### src/rtl/qdec_pkg.sv
// qdec_pkg: mode encodings, Gray states, SYNC range and helpers for quad_decoder_mc
package qdec_pkg;
  typedef enum logic [1:0] {
    QDEC_MODE_1X  = 2'b00,
    QDEC_MODE_2X  = 2'b01,
    QDEC_MODE_4X  = 2'b10,
    QDEC_MODE_4XB = 2'b11
  } qdec_mode_e;
  localparam logic [1:0] QDEC_S0 = 2'b00;
  localparam logic [1:0] QDEC_S1 = 2'b10;
  localparam logic [1:0] QDEC_S2 = 2'b11;
  localparam logic [1:0] QDEC_S3 = 2'b01;
  localparam int QDEC_SYNC_MIN = 2;
  localparam int QDEC_SYNC_MAX = 4;
  function automatic int qdec_sync_clamp(input int s);
    return s < QDEC_SYNC_MIN ? QDEC_SYNC_MIN : s > QDEC_SYNC_MAX ? QDEC_SYNC_MAX : s;
  endfunction
  function automatic logic [1:0] qdec_fwd(input logic [1:0] p);
    return p == QDEC_S0 ? QDEC_S1 : p == QDEC_S1 ? QDEC_S2 : p == QDEC_S2 ? QDEC_S3 : QDEC_S0;
  endfunction
endpackage

### src/rtl/qdec_filter.sv
// qdec_filter: SYNC-stage synchroniser + stability filter (d_i async in, len_i stability length, load_i bypasses filter, q_o filtered)
module qdec_filter
  import qdec_pkg::*;
#(
  parameter int SYNC = 2,
  parameter int FW   = 4
) (
  input  logic          clk_i,
  input  logic          rstn_i,
  input  logic          d_i,
  input  logic [FW-1:0] len_i,
  input  logic          load_i,
  output logic          q_o
);
  localparam int SN = qdec_sync_clamp(SYNC);
  logic [SN-1:0] sync_q;
  logic [FW-1:0] cnt_q, cnt_d;
  logic          flt_q, flt_d, s;
  always_comb begin
    s = sync_q[SN-1];
    flt_d = (load_i || (s != flt_q && cnt_q >= len_i)) ? s : flt_q;
    cnt_d = (load_i || s == flt_q || cnt_q >= len_i) ? '0 : cnt_q + 1'b1;
  end
  always_ff @(posedge clk_i or negedge rstn_i)
    if (!rstn_i) begin
      sync_q <= '0;
      cnt_q  <= '0;
      flt_q  <= 1'b0;
    end else begin
      sync_q <= {sync_q[SN-2:0], d_i};
      cnt_q  <= cnt_d;
      flt_q  <= flt_d;
    end
  assign q_o = flt_q;
endmodule

### src/rtl/quad_decoder_mc.sv
// quad_decoder_mc: filtered quadrature decoder, 1x/2x/4x up/down counter with clr/preset, sticky err, optional index capture (QDEC_INDEX_EN)
module quad_decoder_mc
  import qdec_pkg::*;
#(
  parameter int CW   = 32,
  parameter int SYNC = 2,
  parameter int FW   = 4
) (
  input  logic          clk_i,
  input  logic          rstn_i,
  input  logic          quadA_i,
  input  logic          quadB_i,
  input  logic          index_i,
  input  logic [1:0]    mode_i,
  input  logic          dir_inv_i,
  input  logic [FW-1:0] flt_len_i,
  input  logic          clr_i,
  input  logic          preset_i,
  input  logic [CW-1:0] preset_val_i,
  input  logic          err_clr_i,
  output logic [CW-1:0] count_o,
  output logic          dir_o,
  output logic          step_o,
  output logic          err_o,
  output logic [CW-1:0] idx_latch_o,
  output logic          idx_vld_o
);
  localparam int SN = qdec_sync_clamp(SYNC);
  localparam logic [2:0] PRIME_END = 3'(SN + 2);
  logic          a_f, b_f, primed, chg, illegal, up, cnt_en;
  logic [1:0]    s, prv_q;
  logic [2:0]    pcnt_q, pcnt_d;
  logic [CW-1:0] cnt_q, cnt_d;
  logic          dir_q, dir_d, step_q, step_d, err_q, err_d;
  qdec_filter #(.SYNC(SYNC), .FW(FW)) u_fa (
    .clk_i(clk_i), .rstn_i(rstn_i), .d_i(quadA_i), .len_i(flt_len_i), .load_i(!primed), .q_o(a_f)
  );
  qdec_filter #(.SYNC(SYNC), .FW(FW)) u_fb (
    .clk_i(clk_i), .rstn_i(rstn_i), .d_i(quadB_i), .len_i(flt_len_i), .load_i(!primed), .q_o(b_f)
  );
  always_comb begin
    s       = {a_f, b_f};
    primed  = pcnt_q == PRIME_END;
    pcnt_d  = primed ? pcnt_q : pcnt_q + 3'd1;
    chg     = primed && s != prv_q;
    illegal = chg && s == ~prv_q;
    up      = (s == qdec_fwd(prv_q)) ^ dir_inv_i;
    cnt_en  = chg && !illegal && (mode_i == QDEC_MODE_1X ?
                (prv_q == QDEC_S0 && s == QDEC_S1) || (prv_q == QDEC_S1 && s == QDEC_S0) :
              mode_i == QDEC_MODE_2X ? s[1] != prv_q[1] : 1'b1);
    step_d  = cnt_en && !clr_i && !preset_i;
    cnt_d   = clr_i ? '0 : preset_i ? preset_val_i :
              step_d ? (up ? cnt_q + 1'b1 : cnt_q - 1'b1) : cnt_q;
    dir_d   = step_d ? up : dir_q;
    err_d   = illegal | (err_q & ~err_clr_i);
  end
  always_ff @(posedge clk_i or negedge rstn_i)
    if (!rstn_i) begin
      pcnt_q <= '0;
      prv_q  <= '0;
      cnt_q  <= '0;
      dir_q  <= 1'b0;
      step_q <= 1'b0;
      err_q  <= 1'b0;
    end else begin
      pcnt_q <= pcnt_d;
      prv_q  <= s;
      cnt_q  <= cnt_d;
      dir_q  <= dir_d;
      step_q <= step_d;
      err_q  <= err_d;
    end
  assign count_o = cnt_q;
  assign dir_o   = dir_q;
  assign step_o  = step_q;
  assign err_o   = err_q;
`ifdef QDEC_INDEX_EN
  logic          i_f, iprv_q, ivld_q, rise;
  logic [CW-1:0] ilat_q;
  qdec_filter #(.SYNC(SYNC), .FW(FW)) u_fi (
    .clk_i(clk_i), .rstn_i(rstn_i), .d_i(index_i), .len_i(flt_len_i), .load_i(!primed), .q_o(i_f)
  );
  assign rise = primed && i_f && !iprv_q;
  always_ff @(posedge clk_i or negedge rstn_i)
    if (!rstn_i) begin
      iprv_q <= 1'b0;
      ivld_q <= 1'b0;
      ilat_q <= '0;
    end else begin
      iprv_q <= i_f;
      ivld_q <= rise;
      ilat_q <= rise ? cnt_q : ilat_q;
    end
  assign idx_latch_o = ilat_q;
  assign idx_vld_o   = ivld_q;
`else
  logic unused_idx;
  assign unused_idx  = index_i;
  assign idx_latch_o = '0;
  assign idx_vld_o   = 1'b0;
`endif
endmodule

### config.mk
export PLATFORM = sky130hd
export DESIGN_NAME = quad_decoder_mc
export DESIGN_NICKNAME = d
export VERILOG_FILES = /design/src/rtl/qdec_pkg.sv /design/src/rtl/qdec_filter.sv /design/src/rtl/quad_decoder_mc.sv
export SDC_FILE = /design/constraint.sdc
export NUM_CORES = 1
export LEC_CHECK = 0
export BUFFER_PORTS_ARGS = -buffer_cell sky130_fd_sc_hd__buf_2
export CAP_MARGIN = 20
export CORE_ASPECT_RATIO = 1.25
export CORE_MARGIN = 2
export CORE_UTILIZATION = 50
export DETAILED_ROUTE_END_ITERATION = 16
export PLACE_DENSITY = 0.84
export SYNTH_ARGS = -nofsm -noshare
export SYNTH_HDL_FRONTEND = slang
export SYNTH_HIERARCHICAL = 1
export SYNTH_SLANG_ARGS = --single-unit
### constraint.sdc
create_clock -name clk_i -period 5.61 [get_ports clk_i]
set_input_delay 0.8415 -clock clk_i [delete_from_list [all_inputs] [get_ports clk_i]]
set_output_delay 0.8415 -clock clk_i [all_outputs]
set_load 0.03 [all_outputs]
# ---- Word-level counts from Yosys, hierarchy flattened
# Cells that the tools add are included.
dict set report word_totals {
  romBits 0
  latch_bits 0
  elab_cells 73
  ramBits 0
  register_bits 54
  out_inout_bits 68
  mem_count 0
}
dict set report classes {
  n_reduce_logical 25
  shift 0
  mul 0
  bitwise 5
  n_eq_ne 13
  n_div 0
  n_addsub 5
  magnitude_cmp 2
  mux 11
}
# operator n
set op_table {}
lappend op_table {{$mux W32} 4}
lappend op_table {{$add A32 B1 Y32 const B} 1}
lappend op_table {{$sub A32 B1 Y32 const B} 1}
lappend op_table {{$logic_and A1 B1 Y1} 10}
lappend op_table {{$add A4 B1 Y4 const B} 2}
lappend op_table {{$ge A4 B4 Y1} 2}
lappend op_table {{$mux W4} 2}
lappend op_table {{$logic_or A1 B1 Y1} 7}
lappend op_table {{$eq A2 B2 Y1 const B} 3}
lappend op_table {{$logic_not A2 Y1} 3}
lappend op_table {{$eq A2 B2 Y1} 2}
lappend op_table {{$logic_not A1 Y1} 4}
lappend op_table {{$mux W2} 2}
lappend op_table {{$add A3 B1 Y3 const B} 1}
lappend op_table {{$eq A3 B3 Y1 const B} 1}
lappend op_table {{$mux W1} 3}
lappend op_table {{$ne A1 B1 Y1} 3}
lappend op_table {{$reduce_bool A3 Y1} 1}
lappend op_table {{$eq A1 B1 Y1} 2}
lappend op_table {{$eq A2 B1 Y1 const B} 1}
lappend op_table {{$ne A2 B2 Y1} 1}
lappend op_table {{$not A2 Y2} 1}
lappend op_table {{$and A1 B1 Y1} 1}
lappend op_table {{$not A1 Y1} 1}
lappend op_table {{other kinds (2)} 2}

# ---- Logic depth before layout (Yosys ltp)
# Gate-level depths: netlist of run 1.
dict set report depth {
  word_depth 11
  depth_mapped 16
}

# ---- By module
# Netlist of run 1, hierarchy kept.
# module cells_each seq_area_each_um2 n_inst area_per_inst_um2
set by_module_without_submodules {}
lappend by_module_without_submodules {quad_decoder_mc 485 1001.0 1 3674.8}
lappend by_module_without_submodules {qdec_filter 31 175.2 2 359.1}

# ---- Worst setup path after synthesis of run 1
# OpenSTA, ideal clock, no wires.
dict set report synth_path {
  path_type {input-to-reg}
  start {in dir_inv_i}
  end {reg cnt_q[30], in the netlist count_o[30]}
  required_ps 5489
  t_arrival_ps 3751
  slack_ps 1738
  stages 15
  cell_sequence {or3_1 > buf_2 > nand2_2 > buf_2 > buf_1 > xnor2_1 > ha_1 > clkbuf_1 > nor2_1 > nor4_1 > a31oi_1 > o2111ai_1 > o32ai_1 > xor2_1 > a22o_1}
}
dict set report synth_between {
  elab_chain_cells 5
}
# element line
set synth_rtl {}
lappend synth_rtl {{start: declaration} quad_decoder_mc.sv:15} ;# input logic dir_inv_i,
lappend synth_rtl {{$xor A1 B1 Y1} quad_decoder_mc.sv:47} ;# up = (s == qdec_fwd(prv_q)) ^ dir_inv_i;
lappend synth_rtl {{$mux W32 (2 in a row)} quad_decoder_mc.sv:53} ;# step_d ? (up ? cnt_q + 1'b1 : cnt_q - 1'b1) : cnt_q;
lappend synth_rtl {{$mux W32 (2 in a row)} quad_decoder_mc.sv:52} ;# cnt_d = clr_i ? '0 : preset_i ? preset_val_i :
lappend synth_rtl {{end signal: assignment} quad_decoder_mc.sv:68} ;# cnt_q <= cnt_d;
lappend synth_rtl {{end: declaration} quad_decoder_mc.sv:33} ;# logic [CW-1:0] cnt_q, cnt_d;
# No other way between the ends. The select of a mux whose other input is x is not followed.
# A chain may end at the register's enable or synchronous reset.

# ---- Final worst setup path of run 1
dict set report layout_path {
  start {reg u_fb.flt_q, in the netlist u_fb/q_o}
  end {reg cnt_q[30], in the netlist count_o[30]}
}
dict set report layout_between {
  elab_chain_cells 9
}
# element line
set layout_rtl {}
lappend layout_rtl {{start: declaration} qdec_filter.sv:18} ;# logic flt_q, flt_d, s;
lappend layout_rtl {{start signal: assignment} qdec_filter.sv:32} ;# flt_q <= flt_d;
lappend layout_rtl {{$ne A2 B2 Y1} quad_decoder_mc.sv:45} ;# chg = primed && s != prv_q;
lappend layout_rtl {{$logic_and A1 B1 Y1} quad_decoder_mc.sv:45}
lappend layout_rtl {{$logic_and A1 B1 Y1} quad_decoder_mc.sv:46} ;# illegal = chg && s == ~prv_q;
lappend layout_rtl {{$logic_not A1 Y1} quad_decoder_mc.sv:48} ;# cnt_en = chg && !illegal && (mode_i == QDEC_MODE_1X ?
lappend layout_rtl {{$logic_and A1 B1 Y1 (2 in a row)} quad_decoder_mc.sv:48}
lappend layout_rtl {{$logic_and A1 B1 Y1 (2 in a row)} quad_decoder_mc.sv:51} ;# step_d = cnt_en && !clr_i && !preset_i;
lappend layout_rtl {{$reduce_bool A3 Y1 (no source line)} -}
# Parallel ways exist; a longest one is shown, timed or not. The select of a mux whose other input is x is not followed.

==> results of run 1 <==
[final timing paths]
check	endpoint	slack (ns)	cells past startpoint
setup / recovery	count_o[30]$_DFFE_PN0P_	1.60	13
hold / removal	u_fa/sync_q[1]$_DFF_PN0_	0.36	0
setup reg to reg	count_o[30]$_DFFE_PN0P_	1.60	13
hold reg to reg	u_fa/sync_q[1]$_DFF_PN0_	0.36	0
max in group asynchronous	count_o[27]$_DFFE_PN0P_	4.53	2
min in group asynchronous	count_o[2]$_DFFE_PN0P_	0.63	2
[Yosys cell counts (4+ instances only)]
| cell type | instances |
|---|---|
| dfrtp_1 | 54 |
| nor2_1 | 52 |
| a21oi_1 | 36 |
| nand2_1 | 36 |
| buf_4 | 33 |
| clkbuf_1 | 29 |
| inv_1 | 26 |
| nor4_1 | 24 |
| xnor2_1 | 23 |
| nand3_1 | 21 |
| xor2_1 | 21 |
| nor3_1 | 20 |
| o21ai_0 | 18 |
| mux2i_1 | 15 |
| nand4_1 | 15 |
| ha_1 | 13 |
| o21a_1 | 11 |
| o211ai_1 | 9 |
| or3_1 | 7 |
| or4_1 | 7 |
| nor2b_1 | 6 |
| and2_1 | 5 |
| buf_1 | 5 |
| and3_1 | 4 |
| buf_2 | 4 |
| nor4b_1 | 4 |
[per-layer routing]
metal / track usage, % / up-vias / wire length (um)
met3: 2.498 / 16 / 512
met5: 0 / - / 0
met1: 32.80 / 1987 / 5025
li1: - / 1994 / -
met2: 43.72 / 134 / 6025
met4: 7.582 / 0 / 262
[final cells by class]
class                   count  area [sq um]  share of cell area [%]
inverters                  26         97.59                   2.032
clock buffers               5         68.82                   1.433
repair buffers             85         437.9                   9.117
multi-input cells         428          2669                   55.56
clock inverters             3         28.78                  0.5991
well taps                 120         150.1                   3.126
flip-flops and latches     54          1351                   28.13
[worst max-delay path, delay by kind of cell, from the launching register on]
family / cells / cell delay, ns
AOI/OAI and AO/OA: 4 / 0.76
DFF: 1 / 0.49
and+or+nand+nor: 4 / 1.37
buffers and inverters: 1 / 0.32
xor gates and xnor gates: 3 / 0.54
adders and majority gates: 1 / 0.41
[cell families (layout without fill, tap and decap cells)]
logic type / count (synthesis) / count (layout) / share of synthesized area [%]
and+or+nand+nor: 216 / 216 / 26.00
xor gates and xnor gates: 44 / 44 / 8.772
buffers and inverters: 97 / 119 / 11.22
adders and majority gates: 13 / 13 / 3.703
other: 1 / 33 / 0.08536
AOI/OAI and AO/OA: 105 / 105 / 15.52
muxes: 17 / 17 / 3.930
DFF: 54 / 54 / 30.76
[sequential cells by signal, indices dropped and copies added, names as in the netlist]
| name | cells |
|---|---|
| count_o | 32 |
| dir_o | 1 |
| err_o | 1 |
| pcnt_q | 3 |
| prv_q | 2 |
| step_o | 1 |
| u_fa/cnt_q | 4 |
| u_fa/q_o | 1 |
| u_fa/sync_q | 2 |
| u_fb/cnt_q | 4 |
| u_fb/q_o | 1 |
| u_fb/sync_q | 2 |
[power by group through the flow]
stage	logic [mW]	clock network [mW]	registers, mW
2_1_floorplan	0.830	0	0.617
3_3_place_gp	1.12	0	0.589
3_5_place_dp	1.15	0	0.595
4_1_cts	1.15	0.254	0.588
5_1_grt	1.26	0.270	0.605
6_report	1.16	0.246	0.589
[per-stage QoR]
step | instances | setup slack [ns]
6_report | 721 | 1.598
3_3_place_gp | 713 | 1.452
4_1_cts | 721 | 1.705
5_1_grt | 721 | 1.458
2_1_floorplan | 579 | 1.738
3_5_place_dp | 713 | 1.416
==> impl_metrics.env, run 1 <==
export IMPL_status="finished clean"
export IMPL_min_period_over_period_pct=71.51
export IMPL_crit_start="u_fb/q_o$_DFFE_PN0P_"
export IMPL_clk_pin_slew_ns=0.11
export IMPL_max_freq_mhz=249.3
export IMPL_max_stage_delay_ns=0.53
export IMPL_cp_start_kind="flop"
export IMPL_grt_pass1_vias=3841
export IMPL_power_mw=1.999
export IMPL_synth_area_top_cells="dfrtp_1 (31%), buf_4 (5.6%), xnor2_1 (4.6%)"
export IMPL_hp_class="flop to flop"
export IMPL_yosys_warnings=6
export IMPL_ioPinCount=115
export IMPL_yosysSeqAreaShare_pct=30.76
export IMPL_fin_skew_ns=0.008999
export IMPL_vdd_drop_max_mv=0.1608
export IMPL_cts_tree="built"
export IMPL_dr_total_vias=4131
export IMPL_synth_cell_types=54
export IMPL_placementRows=38
export IMPL_final_area_sq_um=4803
export IMPL_mostFrequentLayoutCells="buf_2 (80), dfrtp_1 (54), nor2_1 (52)"
export IMPL_root_buffer="clkbuf_8"
export IMPL_dr_pass1_iters=4
export IMPL_holdWs_ns=0.3583
export IMPL_finalHoldViolCount=0
export IMPL_worstSetupEndpointType="flop"
export IMPL_h_tree_depth=2
export IMPL_cts_sinks=54
export IMPL_slowest_stage="or3_1"
export IMPL_drt_initial_drc_count=254
export IMPL_clock_latency_ns=0.33
export IMPL_cp_required_ns=5.84
export IMPL_pwr_share_clk_pct=12.3
export IMPL_grt_usage_pct=25.17
export IMPL_chipWidth_um=87.84
export IMPL_finalWirelength_um=11830
export IMPL_sw_frac_of_total_pct=52.88
export IMPL_r2r_start="u_fb/q_o$_DFFE_PN0P_"
export IMPL_die_y_um=108.8
export IMPL_wl_per_cell_um=16.40
export IMPL_syn_area_per_cell_sq_um=8.031
export IMPL_period_needed_ns=4.012
export IMPL_p_int_mw=0.9417
export IMPL_core_sq_um=8606
export IMPL_seqPwrFrac_pct=29.5
export IMPL_powerDensity_nw_per_um2=416.1
export IMPL_antennaDiodeCount=0
export IMPL_rsz0062_at_grt="false"
export IMPL_min_delay_start="u_fa/sync_q[0]$_DFF_PN0_"
export IMPL_vias_per_cell=5.730
export IMPL_grt_antenna_before_repair=0
export IMPL_p_leak_nw=2.200
export IMPL_drtAntennaViolNets=0
export IMPL_syn_instance_count=547
export IMPL_async_flop_share_pct=100.0
export IMPL_setup_violations=0
export IMPL_cp_common_cell="xor2_1"
export IMPL_p_sw_mw=1.057
export IMPL_grt_overflow=0
export IMPL_synth_area_sq_um=4393
export IMPL_maxCapViolCount=0
export IMPL_layout_nets=660
export IMPL_dieArea_sq_um=9556
export IMPL_port_buffer_count=80
export IMPL_cts_resized_gates=0
export IMPL_post_cts_buffers=0
export IMPL_dpl_cell_area_sq_um=4706
export IMPL_grt_pass1_wl_um=19030
export IMPL_slew_viol_final=0
export IMPL_arrival_ns=4.24
export IMPL_postCtsHoldBufs=0
export IMPL_comb_power_share_pct=58.2
export IMPL_crit_type="flop to flop"
export IMPL_syn_to_final_growth_pct=9.342
export IMPL_synth_top_area_share_pct=30.76
export IMPL_cts_path_max_buffers=2
export IMPL_synth_seq_cells=54
export IMPL_worst_slew_pin_slew_ns=0.9652
export IMPL_timing_setup_tns_ns=0
export IMPL_drc=0
export IMPL_final_common_cell="buf_2"
export IMPL_cts_made_buffers=5
export IMPL_critPathMaxFanout=28
export IMPL_final_util_pct=55.82
export IMPL_routabilityCongestion=0.9795
export IMPL_layout_drive_gt1_share_pct=17.30
export IMPL_synth_top_area_cell="dfrtp_1"
export IMPL_path_cells="xor2_1 -> or3_1 -> nand2_2 -> buf_4 -> xnor2_1 -> ha_1 -> nor2_1 -> nor4_1 -> a31oi_1 -> o2111ai_1 -> o32ai_1 -> xor2_1 -> a22o_1"
export IMPL_synth_ff_type="dfrtp_1"
export IMPL_start_util_pct=51.05
export IMPL_hpwl_um=8566
export IMPL_grt_max_degree=55
export IMPL_synth_edff_count=0
export IMPL_fillers=816
export IMPL_relSlewSlack_pct=35.65
(Power assumes the default switching activity.)
==> run 2, diff against run 1 <==
==> constraint.sdc (replaced) <==
create_clock -name clk_i -period 4.2 [get_ports clk_i]
set_input_delay 0.63 -clock clk_i [delete_from_list [all_inputs] [get_ports clk_i]]
set_output_delay 0.63 -clock clk_i [all_outputs]
set_load 0.03 [all_outputs]
==> run 2 against run 1 <==
Effect of this change: count of clock-buffer cells in the layout is the same; maximum frequency grew 15%; highest routed layer unchanged; non-clock buffer count grew 1; final cell count grew 0.14%; worst setup slack lost 0.90 ns; largest power group unchanged; global-route usage grew 0.85 points; power grew 35%; die area is the same; design area grew 0.10%.
==> impl_metrics.env, run 2 (synthesized netlist as in run 1, its figures left out) <==
export IMPL_cts_path_max_buffers=2
export IMPL_port_buffer_count=80
export IMPL_fin_cells=722
export IMPL_power_mw=2.690
export IMPL_grt_pass1_vias=3925
export IMPL_drc=0
export IMPL_clk_pin_slew_ns=0.11
export IMPL_grt_pass1_wl_um=19470
export IMPL_status="finished clean"
export IMPL_p_leak_nw=2.203
export IMPL_wl_per_cell_um=16.66
export IMPL_root_buffer="clkbuf_8"
export IMPL_routabilityCongestion=0.8906
export IMPL_chipWidth_um=87.84
export IMPL_timing_setup_tns_ns=0
export IMPL_grt_max_degree=55
export IMPL_rsz0062_at_grt="false"
export IMPL_dr_pass1_iters=5
export IMPL_grt_antenna_before_repair=0
export IMPL_period_needed_ns=3.500
export IMPL_clock_latency_ns=0.33
export IMPL_fillers=866
export IMPL_layout_drive_gt1_share_pct=17.44
export IMPL_dieArea_sq_um=9556
export IMPL_slew_viol_final=0
export IMPL_worstSetupEndpointType="flop"
export IMPL_arrival_ns=3.69
export IMPL_path_buf_inv=0
export IMPL_fin_skew_ns=0.01117
export IMPL_hpwl_um=8771
export IMPL_ioPinCount=115
export IMPL_drtAntennaViolNets=0
export IMPL_cp_start_kind="flop"
export IMPL_core_sq_um=8606
export IMPL_die_y_um=108.8
export IMPL_grt_overflow=0
export IMPL_maxCapViolCount=0
export IMPL_mostFrequentLayoutCells="buf_2 (80), dfrtp_1 (54), nor2_1 (52)"
export IMPL_drt_initial_drc_count=274
export IMPL_max_stage_delay_ns=0.50
export IMPL_placedCellCount=714
export IMPL_cts_sinks=54
export IMPL_min_period_over_period_pct=83.34
export IMPL_antennaDiodeCount=0
export IMPL_vias_per_cell=5.850
export IMPL_slowest_stage="or3_1"
export IMPL_cts_tree="built"
export IMPL_finalWirelength_um=12030
export IMPL_largest_register_ffs=32
export IMPL_critPathMaxFanout=10
export IMPL_placementRows=38
export IMPL_cts_resized_gates=0
export IMPL_hp_class="flop to flop"
export IMPL_layout_nets=661
export IMPL_syn_to_final_growth_pct=9.456
export IMPL_h_tree_depth=2
export IMPL_grt_usage_pct=26.01
export IMPL_dr_total_vias=4224
export IMPL_setup_violations=0
export IMPL_relSlewSlack_pct=37.30
export IMPL_cp_top_family="simple AND/OR/NAND/NOR gates"
export IMPL_finalHoldViolCount=0
export IMPL_path_cells="xor2_1 -> or3_1 -> nand2_2 -> xnor2_1 -> ha_1 -> nor2_1 -> nor4_1 -> nor3_1 -> o21ai_0 -> xor2_1 -> o21ai_0 -> nor2b_1"
export IMPL_max_freq_mhz=285.7
export IMPL_final_common_cell="buf_2"
export IMPL_postCtsHoldBufs=0
export IMPL_powerDensity_nw_per_um2=559.5
export IMPL_start_util_pct=51.05
export IMPL_holdWs_ns=0.3825
export IMPL_vdd_drop_max_mv=0.2987
export IMPL_cts_made_buffers=5
export IMPL_cp_required_ns=4.39
export IMPL_crit_type="flop to flop"
export IMPL_post_cts_buffers=0
export IMPL_worst_slew_pin_slew_ns=0.9406
==> run 2: cell count changes in the layout (fill, tap and decap cells not counted) <==
cell / change
buf_4: +1
inv_6: +1
inv_8: -1
==> run 2: final timing paths <==
| check | slack, ns | from | to | cells after the start |
|---|---|---|---|---|
| max | 0.70 | u_fb/q_o$_DFFE_PN0P_ | count_o[10]$_DFFE_PN0P_ | 12 |
| min reg2reg | 0.38 | u_fa/sync_q[0]$_DFF_PN0_ | u_fa/sync_q[1]$_DFF_PN0_ | 0 |
| max in group asynchronous | 3.32 | rstn_i | u_fa/sync_q[0]$_DFF_PN0_ | 2 |
| min | 0.38 | u_fa/sync_q[0]$_DFF_PN0_ | u_fa/sync_q[1]$_DFF_PN0_ | 0 |
| max reg2reg | 0.70 | u_fb/q_o$_DFFE_PN0P_ | count_o[10]$_DFFE_PN0P_ | 12 |
| min in group asynchronous | 0.43 | rstn_i | count_o[21]$_DFFE_PN0P_ | 2 |
==> run 2: area by class of cell <==
type / count / area (sq um) / share of cell area, %
multi-input combinational: 428 / 2669 / 55.50
sequential: 54 / 1351 / 28.10
clock buffer: 5 / 68.82 / 1.431
tap: 120 / 150.1 / 3.123
timing repair buffer: 86 / 445.4 / 9.264
clock inverter: 3 / 26.28 / 0.5464
inverter: 26 / 97.59 / 2.030
==> run 2: through the flow <==
step / setup WS [ns] / area [sq um] / util, %
6_report: 0.6997 / 4808 / 55.87
5_1_grt: 0.3156 / 4808 / 55.87
4_1_cts: 0.7516 / 4808 / 55.87
3_5_place_dp: 0.6556 / 4713 / 54.77
3_3_place_gp: 0.6882 / 4713 / 54.77
2_1_floorplan: 0.5399 / 4513 / -
==> run 2: worst reg2reg max path, delay by kind of cell, from the launching register on <==
family / cells / cell delay [ns]
AOI/OAI and AO/OA: 2 / 0.43
xor gates and xnor gates: 3 / 0.52
adders and majority gates: 1 / 0.40
DFF: 1 / 0.49
and+or+nand+nor: 6 / 1.53
==> run 2: routing by layer <==
layer  track usage, %  routed length [um]  vias to the layer above
met4            10.00                 318                        0
met5                0                   0                        -
met3            3.936                 570                       28
met2            44.75                6135                      173
li1                 -                   -                     1998
met1            32.51                5006                     2025
==> run 2: power breakdown <==
group          leakage [nW]  internal (mW)  switching (mW)
sequential            0.695          0.615           0.171
clock                0.0491          0.123           0.199
combinational          1.46          0.527            1.06
